**src/rtl/wb_slave_regfile_if.sv**
```systemverilog
// ----------------------------------------------------------------------------
// wb_slave_regfile_if
//   Wishbone B4 bus bundle for the single-master/single-slave register-file
//   link. Signal names are those seen from the slave (responder) side.
//   master modport : drives cyc/stb/we/adr/dat_i/sel/cti/tga, samples dat_o/ack/err
//   slave  modport : the reverse
// ----------------------------------------------------------------------------
interface wb_slave_regfile_if #(
  parameter int ADDR_WIDTH = 5,
  parameter int DATA_WIDTH = 32
);
  localparam int SEL_WIDTH = DATA_WIDTH / 8;

  logic                  cyc_i;
  logic                  stb_i;
  logic                  we_i;
  logic [ADDR_WIDTH-1:0] adr_i;
  logic [DATA_WIDTH-1:0] dat_i;
  logic [SEL_WIDTH-1:0]  sel_i;
  logic [2:0]            cti_i;
  logic                  tga_i;
  logic [DATA_WIDTH-1:0] dat_o;
  logic                  ack_o;
  logic                  err_o;

  modport master (
    output cyc_i, stb_i, we_i, adr_i, dat_i, sel_i, cti_i, tga_i,
    input  dat_o, ack_o, err_o
  );

  modport slave (
    input  cyc_i, stb_i, we_i, adr_i, dat_i, sel_i, cti_i, tga_i,
    output dat_o, ack_o, err_o
  );
endinterface

```
**src/rtl/wb_slave_regfile.sv**
```systemverilog
// ----------------------------------------------------------------------------
// wb_slave_regfile
//   Wishbone B4 slave backed by a DEPTH x DATA_WIDTH register file. Serves
//   classic single cycles and incrementing bursts, terminates out-of-range or
//   illegal accesses with err_o, and exposes a tagged status register
//   {err_cnt, wr_cnt} (saturating halves) when tga_i=1.
// Ports
//   clk_i   : clock, rising edge
//   rst_ni  : asynchronous active-low reset
//   bus     : Wishbone slave modport (cyc/stb/we/adr/dat/sel/cti/tga in,
//             dat_o/ack_o/err_o out, all outputs registered)
//   state_o : FSM state for debug (IDLE=0, ACK=1, BURST=2, DONE=3)
// ----------------------------------------------------------------------------
module wb_slave_regfile #(
  parameter int ADDR_WIDTH = 5,
  parameter int DATA_WIDTH = 32,
  parameter int DEPTH      = 16
) (
  input  logic                 clk_i,
  input  logic                 rst_ni,
  wb_slave_regfile_if.slave    bus,
  output logic [1:0]           state_o
);

  localparam int SEL_WIDTH = DATA_WIDTH / 8;
  localparam int HALF_W    = DATA_WIDTH / 2;
  localparam int IDX_W     = (DEPTH > 1) ? $clog2(DEPTH) : 1;
  // One extra bit so DEPTH == 2**ADDR_WIDTH is representable.
  localparam logic [ADDR_WIDTH:0] DEPTH_L = (ADDR_WIDTH + 1)'(DEPTH);
  localparam logic [2:0] CTI_INCR = 3'b010;
  localparam logic [2:0] CTI_END  = 3'b111;

  typedef enum logic [1:0] {
    IDLE  = 2'd0,
    ACK   = 2'd1,
    BURST = 2'd2,
    DONE  = 2'd3
  } state_t;

  state_t                state;
  logic [DATA_WIDTH-1:0] mem [DEPTH];
  logic [ADDR_WIDTH-1:0] baddr;
  logic [HALF_W-1:0]     wr_cnt;
  logic [HALF_W-1:0]     err_cnt;
  logic                  ack_q;
  logic                  err_q;
  logic [DATA_WIDTH-1:0] dat_q;

  logic                  adr_bad;
  logic                  bad_access;
  logic [ADDR_WIDTH-1:0] next_addr;
  logic                  next_bad;
  logic                  commit_en;
  logic [IDX_W-1:0]      adr_idx;
  logic [IDX_W-1:0]      baddr_idx;
  logic [IDX_W-1:0]      next_idx;

  function automatic logic [HALF_W-1:0] sat_inc(input logic [HALF_W-1:0] v);
    return (&v) ? v : v + HALF_W'(1);
  endfunction

  assign adr_bad    = {1'b0, bus.adr_i} >= DEPTH_L;
  assign bad_access = adr_bad | (bus.tga_i & bus.we_i);
  assign next_addr  = baddr + ADDR_WIDTH'(1);
  assign next_bad   = {1'b0, next_addr} >= DEPTH_L;
  assign adr_idx    = bus.adr_i[IDX_W-1:0];
  assign baddr_idx  = baddr[IDX_W-1:0];
  assign next_idx   = next_addr[IDX_W-1:0];

  // A write beat commits on the edge where the master still requests and sees
  // a normal ack. baddr holds the beat address in both ACK and BURST, and an
  // error termination never carries ack_q, so it can never write.
  assign commit_en = bus.cyc_i & bus.stb_i & bus.we_i & ~bus.tga_i & ack_q &
                     ((state == ACK) || (state == BURST));

  // NOTE: all state below is updated with non-blocking assignments so every
  // register samples pre-edge values, independent of statement order.
  always_ff @(posedge clk_i or negedge rst_ni) begin
    if (!rst_ni) begin
      state   <= IDLE;
      baddr   <= '0;
      wr_cnt  <= '0;
      err_cnt <= '0;
      ack_q   <= 1'b0;
      err_q   <= 1'b0;
      dat_q   <= '0;
      // NOTE: the register file is architecturally cleared on reset, so the
      // array is reset word by word here rather than left uninitialised.
      for (int i = 0; i < DEPTH; i++) mem[i] <= '0;
    end else begin
      if (commit_en) begin
        for (int b = 0; b < SEL_WIDTH; b++) begin
          if (bus.sel_i[b]) mem[baddr_idx][b*8 +: 8] <= bus.dat_i[b*8 +: 8];
        end
        wr_cnt <= sat_inc(wr_cnt);
      end

      if (!bus.cyc_i) begin
        // Cycle abort wins over everything else on the bus.
        state <= IDLE;
        ack_q <= 1'b0;
        err_q <= 1'b0;
      end else begin
        unique case (state)
          IDLE: begin
            if (bus.stb_i) begin
              baddr <= bus.adr_i;
              if (bad_access) begin
                err_q   <= 1'b1;
                err_cnt <= sat_inc(err_cnt);
                state   <= ACK;
              end else begin
                ack_q <= 1'b1;
                if (!bus.we_i) dat_q <= bus.tga_i ? {err_cnt, wr_cnt} : mem[adr_idx];
                state <= (bus.cti_i == CTI_INCR && !bus.tga_i) ? BURST : ACK;
              end
            end
          end

          ACK: begin
            ack_q <= 1'b0;
            err_q <= 1'b0;
            state <= DONE;
          end

          DONE: begin
            // Wait for the master to release stb so a held strobe is not
            // mistaken for a second request.
            if (!bus.stb_i) state <= IDLE;
          end

          BURST: begin
            if (!bus.stb_i) begin
              ack_q <= 1'b0;
            end else if (!ack_q) begin
              // Resume after a master wait state.
              ack_q <= 1'b1;
              dat_q <= mem[baddr_idx];
            end else if (bus.cti_i == CTI_END) begin
              ack_q <= 1'b0;
              state <= DONE;
            end else begin
              baddr <= next_addr;
              if (next_bad) begin
                ack_q   <= 1'b0;
                err_q   <= 1'b1;
                err_cnt <= sat_inc(err_cnt);
                state   <= ACK;
              end else begin
                dat_q <= mem[next_idx];
              end
            end
          end

          default: state <= IDLE;
        endcase
      end
    end
  end

  assign bus.ack_o = ack_q;
  assign bus.err_o = err_q;
  assign bus.dat_o = dat_q;
  assign state_o   = state;

endmodule

```
**src/flat_wrapper.sv**
```systemverilog
// flat-port wrapper written by rule: the top's interface ports become plain ports
module wb_slave_regfile_flat 
#(
  parameter int ADDR_WIDTH = 5,
  parameter int DATA_WIDTH = 32,
  parameter int DEPTH      = 16
)
  (clk_i, rst_ni, state_o, bus_cyc_i, bus_stb_i, bus_we_i, bus_adr_i, bus_dat_i, bus_sel_i, bus_cti_i, bus_tga_i, bus_dat_o, bus_ack_o, bus_err_o);
  wb_slave_regfile_if #(.ADDR_WIDTH(ADDR_WIDTH), .DATA_WIDTH(DATA_WIDTH)) bus_i ();
  input  logic clk_i;
  input  logic rst_ni;
  output logic [1:0] state_o;
  input wire logic [$bits(bus_i.cyc_i)-1:0] bus_cyc_i;
  input wire logic [$bits(bus_i.stb_i)-1:0] bus_stb_i;
  input wire logic [$bits(bus_i.we_i)-1:0] bus_we_i;
  input wire logic [$bits(bus_i.adr_i)-1:0] bus_adr_i;
  input wire logic [$bits(bus_i.dat_i)-1:0] bus_dat_i;
  input wire logic [$bits(bus_i.sel_i)-1:0] bus_sel_i;
  input wire logic [$bits(bus_i.cti_i)-1:0] bus_cti_i;
  input wire logic [$bits(bus_i.tga_i)-1:0] bus_tga_i;
  output wire logic [$bits(bus_i.dat_o)-1:0] bus_dat_o;
  output wire logic [$bits(bus_i.ack_o)-1:0] bus_ack_o;
  output wire logic [$bits(bus_i.err_o)-1:0] bus_err_o;
  assign bus_i.cyc_i = bus_cyc_i;
  assign bus_i.stb_i = bus_stb_i;
  assign bus_i.we_i = bus_we_i;
  assign bus_i.adr_i = bus_adr_i;
  assign bus_i.dat_i = bus_dat_i;
  assign bus_i.sel_i = bus_sel_i;
  assign bus_i.cti_i = bus_cti_i;
  assign bus_i.tga_i = bus_tga_i;
  assign bus_dat_o = bus_i.dat_o;
  assign bus_ack_o = bus_i.ack_o;
  assign bus_err_o = bus_i.err_o;
  wb_slave_regfile #(.ADDR_WIDTH(ADDR_WIDTH), .DATA_WIDTH(DATA_WIDTH), .DEPTH(DEPTH)) u_core (.clk_i(clk_i), .rst_ni(rst_ni), .bus(bus_i), .state_o(state_o));
endmodule
```
**config.mk**
```make
export PLATFORM = sky130hd
export DESIGN_NAME = wb_slave_regfile_flat
export DESIGN_NICKNAME = d
export VERILOG_FILES = /design/src/rtl/wb_slave_regfile_if.sv /design/src/rtl/wb_slave_regfile.sv /design/src/flat_wrapper.sv
export SDC_FILE = /design/constraint.sdc
export NUM_CORES = 1
export LEC_CHECK = 0
export CAP_MARGIN = 5
export CORE_UTILIZATION = 25
export DETAILED_ROUTE_END_ITERATION = 6
export REMOVE_ABC_BUFFERS = 1
export SETUP_SLACK_MARGIN = 0.5
export SLEW_MARGIN = 30
export SYNTH_ARGS = -nofsm -noshare
export SYNTH_HDL_FRONTEND = slang
export SYNTH_SLANG_ARGS = --single-unit
export TNS_END_PERCENT = 30
```
**constraint.sdc**
```tcl
create_clock -name clk_i -period 4.1 [get_ports clk_i]
set_input_delay 0.615 -clock clk_i [delete_from_list [all_inputs] [get_ports clk_i]]
set_output_delay 0.615 -clock clk_i [all_outputs]
set_load 0.05 [all_outputs]
```
==> summary.md <==
| Metric | Value |
|---|---|
| CP required | `4.63 ns` |
| Fin nets | `~2600` |
| Status | `finished with violations` |
| Setup bufs post-CTS | `0` |
| Final WS setup | `approximately 0.83 ns` |
| Synthesized area | `35500 um^2` |
| Antenna Cells | `0` |
| Failing checks | `hold timing` |
| Initial antenna violation count | `15` |
| Leak | `18.0 nW` |
| Dpl hpwl | `70900 um` |
| IR drop worst, VDD | `657 uV` |
| Commonest non-fill, non-tap cell in the layout | `dfrtp_1` |
| Critical Path Source Type | `flop` |
| RD Place Congestion | `0.802` |
| Num rows | `around 140` |
| Worst-skew pair later-pin latency | `0.63 ns` |
| Core ar. | `140000 um^2` |
| IO Count | `86` |
| Per-cell routed wire length | `26.2 um` |
| DP Worst Slack | `0.482 ns` |
| Dpl cells | `between 4000 and 5000` |
| DIE AREA | `144000 um^2` |
| Clock transition at path regs | `about 0.06 ns` |
| DR iter-0 viols | `~2400` |
| Reg2reg path depth | `8` |
| Gate count of the mapped netlist | `2515` |
| Ys Warns | `0` |
| Worst-path cell with the longest stage delay | `ha_2` |
| Initial Util | `0.253` |
| WP data arrival | `between 3 and 4 ns` |
| Hold Slack | `-0.00627 ns` |
| Grt ovf | `0` |
| CTS tree | `yes` |
| Yosys top cell area share | `0.412` |
| P&R area growth vs syn | `14.9%` |
| Share of cells above drive strength 1 | `0.355` |
| Non-Filler Instances | `4443` |
| Max-slew violations | `0` |
| Vias per inst | `5.43` |
| Avg Cell Area, Syn | `around 14 um^2` |
| Crit. End Element | `flop` |
| Reg-to-reg slack, setup | `roughly 0.83 ns` |
| Synth Register Bits | `just under 600` |
| First-pass GRT wire length | `172000 um` |
| Area leader, netlist | `dfrtp_1` |
| Max-cap violation count | `0` |
| DR vias | `24100` |
| Period minus WS final | `about 3.3 ns` |
| RSZ-0062 raised after global routing | `no` |
| Worst Path Max Fanout | `30` |
| TritonCTS Buffers | `71` |
| Worst-margin pin slew | `0.957 ns` |
| Die width | `379 um` |
| Peak Freq | `305 MHz` |
| Post-route ant nets | `0` |
| CP Cell Sequence | `inv_1 -> ha_2 -> o2111ai_1 -> or2_2 -> nor2_4 -> buf_4 -> a22oi_1 -> o21ai_1` |
| # DRC | `0` |
| Power per cell area | `about 500 nW/um^2` |
| Post-synth ARST share | `1.00` |
| Placed inst area | `38500 um^2` |
| Relative slew margins | `0.362` |
| Hold buffers post-CTS | `0` |
| Register area share after synthesis | `0.412` |
| Most frequent cells in the layout | `dfrtp_1, mux4_2, mux2_2` |
| Cell area after layout | `approximately 41000 um^2` |
| Gr usage total | `0.162` |
| Worst setup path startpoint | `u_core.state_o[0]` |
| Root buffer cell | `clkbuf_16` |
| Final setup viols | `0` |
| R2R Path Start | `u_core.state_o[0]` |
| Largest net degree at the start of global routing | `104` |
| Clock Path Buffers | `3` |
| Vias in the first global route | `24300` |
| Synth cell types | `55` |
| Slowest cell delay on critical path | `0.66 ns` |
| TritonCTS Sinks | `585` |
| Number of synthesized flops with an enable pin | `0` |
| Worst clock skew | `0.0409 ns` |
| Crit Path Category | `flop to flop` |
| Final hold violation count | `4` |
| Main synth FF type | `dfrtp_1` |
| Fin crit share | `0.799` |
| H-Tree Level Count | `3` |
| Largest cells by area after synthesis | `dfrtp_1, mux4_2, mux2_2` |
| Post-CTS Resized | `0` |
| PortBufs | `85` |
| Worst min path class | `input pin to asynchronous set/reset pin` |
| DRT Wirelength | `117000 um` |
| Drt pass-1 iters | `6` |
| Die Y | `379 um` |
## per-stage QoR
step	hold slack, ns	total power, W	util	setup TNS, ns
after detailed placement	0.521	0.0141	0.274	0
after CTS	0.0158	0.0206	0.291	0
after global routing	0.0271	0.0212	0.291	0
after floorplan	0.319	0.0104	-	-1888.44
final	-0.00627	0.0205	0.291	0
after global placement	0.510	0.0141	0.274	0
## power breakdown
| part | total, W | internal [W] | switching (W) |
|---|---|---|---|
| sequential | 0.00632 | 0.00598 | 0.000340 |
| combinational | 0.00777 | 0.00278 | 0.00498 |
| clock | 0.00642 | 0.00384 | 0.00258 |
| total | 0.0205 | 0.0126 | 0.00790 |
## worst paths after layout
| path | end |
|---|---|
| max reg2reg | u_core.bus.dat_o[31] |
| min in group clk_i | u_core.mem[312] |
| min | u_core.mem[309] |
| max in group asynchronous | u_core.mem[120] |
| max | u_core.bus.dat_o[31] |
| min reg2reg | u_core.mem[312] |
## registers in the layout, indices dropped and copies added (netlist names)
register          cells
u_core.baddr          5
u_core.err_cnt       16
u_core.bus.err_o      1
u_core.state_o        2
u_core.bus.ack_o      1
u_core.mem          512
u_core.wr_cnt        16
u_core.bus.dat_o     32
## Yosys cell counts, types with 22 or more instances
library cell and count:
a22oi_1 95, nor2_1 22, nand2_1 51, mux2i_1 143, mux2_2 321, a21oi_1 72
nand3_1 104, nand2_2 40, xor2_1 22, a41o_1 30, a22o_1 31, dfrtp_1 585
clkbuf_1 116, buf_2 78, o21ai_1 31, mux4_2 346, mux2_1 258
## critical path: cells and delay by family (launching register included)
kind / cells / cell delay, ns
buf+inv: 2 / 0.78
compound gates: 3 / 0.74
fa+ha+maj: 1 / 0.66
simple gates: 2 / 0.56
flops: 1 / 0.42
## area by class of cell
cell class,instances,area (um^2)
clock inverters,19,239
inverters,12,45.0
multi-input cells,1694,19900
repair buffers,151,1570
fillers,14300,99400
flip-flops and latches,585,14700
clock buffers,106,2090
well taps,1876,2350
## metal layers
metal / up-vias / wire (um) / global-route usage
li1: 9948 / - / -
met5: - / 143 / 0
met1: 12800 / 49300 / 0.222
met3: 207 / 11000 / 0.0436
met4: 22 / 2860 / 0.0442
met2: 1125 / 53300 / 0.250
## kinds of logic after synthesis
| kind of cell | count (synthesis) | share of synthesized area |
|---|---|---|
| multiplexers | 1068 | 0.443 |
| XOR/XNOR | 34 | 0.00860 |
| buffers and inverters | 236 | 0.0322 |
| AND/OR/NAND/NOR | 294 | 0.0437 |
| AO/OA/AOI/OAI | 287 | 0.0562 |
| flip-flops | 585 | 0.412 |
| adder cells (fa/ha/maj) | 11 | 0.00388 |
No activity file was read; power rests on OpenSTA's default activity.
